===== src/rtl/fc_layer_sequencer.sv =====
// Fully-connected output stage sequencer: captures a pixel vector, then walks the
// weight memory one neuron at a time and streams each neuron result with its index.
module fc_layer_sequencer #(
  parameter int NUM_NEURONS = 10,
  parameter int IDX_W       = 4
) (
  input  logic             clk,
  input  logic             rst,
  input  logic             start,
  input  logic [63:0]      pix_in,
  output logic             busy,
  output logic             done,
  output logic             w_rd_en,
  output logic [IDX_W-1:0] w_addr,
  input  logic [63:0]      w_rdata,
  output logic [63:0]      nrn_pixels,
  output logic [63:0]      nrn_weight,
  input  logic [7:0]       nrn_result,
  output logic             out_valid,
  input  logic             out_ready,
  output logic [7:0]       out_data,
  output logic [IDX_W-1:0] out_index
);

  localparam logic [2:0] S_IDLE  = 3'd0;
  localparam logic [2:0] S_FETCH = 3'd1;
  localparam logic [2:0] S_LOAD  = 3'd2;
  localparam logic [2:0] S_CAPT  = 3'd3;
  localparam logic [2:0] S_EMIT  = 3'd4;
  localparam logic [2:0] S_DONE  = 3'd5;

  localparam logic [IDX_W-1:0] LAST = IDX_W'(NUM_NEURONS - 1);

  logic [2:0]       state;
  logic [IDX_W-1:0] idx;
  logic [63:0]      pix_q;
  logic [63:0]      wgt_q;

  always_ff @(posedge clk or posedge rst) begin
    if (rst) begin
      state     <= S_IDLE;
      idx       <= '0;
      pix_q     <= '0;
      wgt_q     <= '0;
      out_data  <= '0;
      out_index <= '0;
    end else begin
      case (state)
        S_IDLE: if (start) begin
          pix_q <= pix_in;
          idx   <= '0;
          state <= S_FETCH;
        end
        S_FETCH: state <= S_LOAD;
        S_LOAD: begin
          wgt_q <= w_rdata;
          state <= S_CAPT;
        end
        S_CAPT: begin
          out_data  <= nrn_result;
          out_index <= idx;
          state     <= S_EMIT;
        end
        S_EMIT: if (out_ready) begin
          if (idx == LAST) begin
            state <= S_DONE;
          end else begin
            idx   <= idx + 1'b1;
            state <= S_FETCH;
          end
        end
        S_DONE:  state <= S_IDLE;
        default: state <= S_IDLE;
      endcase
    end
  end

  // The weight is passed straight through during LOAD so the neuron's registered
  // result is already valid in CAPT; the register keeps it steady afterwards.
  assign nrn_weight = (state == S_LOAD) ? w_rdata : wgt_q;
  assign nrn_pixels = pix_q;

  assign busy      = (state != S_IDLE);
  assign done      = (state == S_DONE);
  assign w_rd_en   = (state == S_FETCH);
  assign w_addr    = idx;
  assign out_valid = (state == S_EMIT);

endmodule


===== config.mk =====
export PLATFORM = sky130hd
export DESIGN_NAME = fc_layer_sequencer
export DESIGN_NICKNAME = d
export VERILOG_FILES = /design/src/rtl/fc_layer_sequencer.sv
export SDC_FILE = /design/constraint.sdc
export NUM_CORES = 1
export LEC_CHECK = 0
export ABC_CLOCK_PERIOD_IN_PS = 5690
export BUFFER_PORTS_ARGS = -buffer_cell sky130_fd_sc_hd__buf_2
export CORE_MARGIN = 5
export CORE_UTILIZATION = 30
export CTS_CLUSTER_SIZE = 14
export DETAILED_ROUTE_END_ITERATION = 10
export GPL_TIMING_DRIVEN = 0
export SLEW_MARGIN = 5
export SYNTH_ARGS = -nofsm -noshare
export SYNTH_HDL_FRONTEND = slang
export SYNTH_SLANG_ARGS = --single-unit

===== constraint.sdc =====
create_clock -name clk -period 5.69 [get_ports clk]
set_input_delay 1.138 -clock clk [delete_from_list [all_inputs] [get_ports clk]]
set_output_delay 1.138 -clock clk [all_outputs]
set_load 0.01 [all_outputs]

==> key figures <==
Timing
  • Max Clock Freq: 298 MHz
  • Final setup margin: 2.33 ns
  • Fin. max-slew vios: 0
  • RSZ-0062 raised after global routing: no
  • Slew margin rel.: 58.6%
  • WHS: 0.480 ns
  • Minimum clock period: 3.36 ns
  • Worst slew pin tran: 0.621 ns
  • Final setup viols: 0
  • Final hold vios: 0
  • Fin crit share: 59.1%
  • Worst Clk Skew: 0.00857 ns

Cells and area
  • Share of cells above drive strength 1: 67.9%
  • Most frequent cells in the layout: buf_2 (295), dfrtp_1 (147), mux2_2 (109)
  • Final nets: 793
  • Diodes inserted: 0
  • Most common cell after layout, fill and taps aside: buf_2
  • Fin cells: 897
  • Layout area overhead: 42.8%
  • Final Util: 43.4%

Worst setup path
  • Crit path arrival time: 2.22 ns
  • Crit start category: flop
  • CP max-delay cell: dfrtp_1
  • Crit end category: output pin
  • Largest fanout on the critical path: 10
  • Max stage delay on crit path: 0.38 ns
  • CP Cell Sequence: buf_2, nor3b_2, buf_4, buf_6, mux2_2, buf_2
  • Most used cell, CP: buf_2
  • Worst Path Required: 4.55 ns
  • Buf+Inv Stages, Crit Path: 4
  • Crit Path Class: flop to output pin
  • Crit path max-delay family: buffers and inverters

Synth
  • Post-Syn Area: 5670 µm²
  • Yosys cell types: 28
  • Most used DFF post-synth: dfrtp_1
  • Post-synthesis area per instance: 16.5 µm²
  • Syn nets: 486
  • Synthesized instance count: 344
  • Ys async rst share: 100%
  • Post-synthesis register bit count: 147
  • Register area share after synthesis: 64.9%
  • Post-synth EDFFs: 0
  • Warnings from Yosys: 0

Clock tree
  • Total CTS buffers: 17
  • Post-CTS setup buffers: 0
  • CTS clk-pin slew, worst paths: 0.06 ns
  • CTS tree: done
  • Clk root buf: clkbuf_16
  • Hold Buf Count CTS: 0
  • CTS sink cnt: 147
  • Skew-Pair Late Insertion Delay: 0.41 ns
  • # resized after CTS: 0
  • Bufs on Longest Clock Path: 2
  • H-tree levels: 4

Place
  • # placed instances: 866
  • PortBufs: 287
  • RePlAce Congestion: 0.738
  • Dpl hpwl: 11,300 µm
  • Pre-CTS setup slack: 2.71 ns

Power and ir drop
  • Total power: 5240 µW
  • Pwr Density: 647 nW/µm²
  • Leak: 0.00396 µW
  • Worst vdd ir: 0.244 mV

Floorplan
  • Die H: 147 µm
  • DIE WIDTH: 147 µm
  • Ports: 288
  • Core region area: 18,600 µm²
  • Initial core utilization: 30.4%
  • Die area: 21,800 µm²
  • Num rows: 50

Global routing
  • Gr ovfl total: 0
  • Vias in the first global route: 4,415
  • First-pass GRT wire length: 23,100 µm
  • GR Util All Layers: 13.3%
  • Antenna violations before repair: 1
  • Largest net degree at the start of global routing: 82

Detailed routing
  • DRC marker count from the first detailed-route iteration: 112
  • Vias post-DR: 3,976
  • DRC violations left: 0
  • Avg WL per Cell: 16.1 µm
  • Post-route ant nets: 0
  • DRT Wirelength: 14,400 µm
  • Drt first pass iters: 4
  • Vias per inst: 4.43

Flow run
  • Max-cap violations: 0

Hold path
  • HP Class: flop to flop

Status
  • Status: completed
## area by class of cell
type | instances | area, µm²
Buffer | 18 | 145
Clock buffer | 19 | 433
Clock inverter | 12 | 230
Fill cell | 1760 | 10500
Inverter | 3 | 16.3
Multi-Input combinational cell | 176 | 1840
Sequential cell | 147 | 3680
Tap cell | 234 | 293
Timing Repair Buffer | 288 | 1460
## metrics by stage
step	instance area [µm²]	setup TNS (ns)
after CTS	8100	0
after global routing	8100	0
after global placement	7400	-124.23
after detailed placement	7430	0
final	8100	0
after floorplan	5670	0
## metal layers
| metal | vias to the layer above | global-route usage (%) | share of wire [%] |
|---|---|---|---|
| met5 | - | 0 | 0.049 |
| met4 | 2 | 4.10 | 1.8 |
| met3 | 23 | 5.82 | 8.1 |
| met2 | 174 | 22.6 | 50 |
| met1 | 1950 | 15.3 | 40 |
| li1 | 1827 | - | - |
## worst reg2reg max path, delay by kind of cell, from the launching register on
family                 cells  cell delay [ns]
multiplexers               1             0.35
buffers and inverters      3             0.64
flip-flops                 1             0.35
AND/OR/NAND/NOR            1             0.43
## final timing paths
kind,startpoint,slack [ns],end,depth (start not counted)
hold reg to reg,nrn_pixels[61],0.48,nrn_pixels[61],1
setup / recovery,state[1],2.33,nrn_weight[46],6
min in group asynchronous,rst,0.80,wgt_q[25],2
hold / removal,nrn_pixels[61],0.48,nrn_pixels[61],1
setup reg to reg,state[0],3.80,nrn_pixels[55],5
max in group asynchronous,rst,4.09,nrn_pixels[23],3
## logic make-up (layout without fill, tap and decap cells)
| logic type | Yosys count | in the layout | synth area share (%) |
|---|---|---|---|
| adder cells (fa/ha/maj) | 2 | 2 | 0.441 |
| AO/OA/AOI/OAI | 10 | 10 | 1.30 |
| flip-flops | 147 | 147 | 64.9 |
| buffers and inverters | 21 | 340 | 2.76 |
| AND/OR/NAND/NOR | 25 | 25 | 3.05 |
| multiplexers | 139 | 139 | 27.6 |
## sequential cells by signal, indices dropped and copies added, names as in the netlist
register and cells:
wgt_q 64, nrn_pixels 64, w_addr 4, state 3, out_data 8, out_index 4
## power breakdown
part | internal, µW | switching [µW] | leakage (µW) | total (µW)
clock network | 824 | 429 | 0.000314 | 1250
registers | 1590 | 211 | 0.00174 | 1800
logic | 1110 | 1080 | 0.00190 | 2190
## cell usage after synthesis (all sizes together), types with 2 or more instances
master	number	area share, %
nand3	4	0.35
ha	2	0.44
inv	3	0.20
nor2	2	0.13
nand2b	3	0.33
o21ai	3	0.26
buf	18	2.6
nand2	5	0.33
nor3b	4	0.62
nand3b	2	0.26
dfrtp	147	65
a211oi	2	0.26
mux2	138	27
No activity file was read; power rests on OpenSTA's default activity.
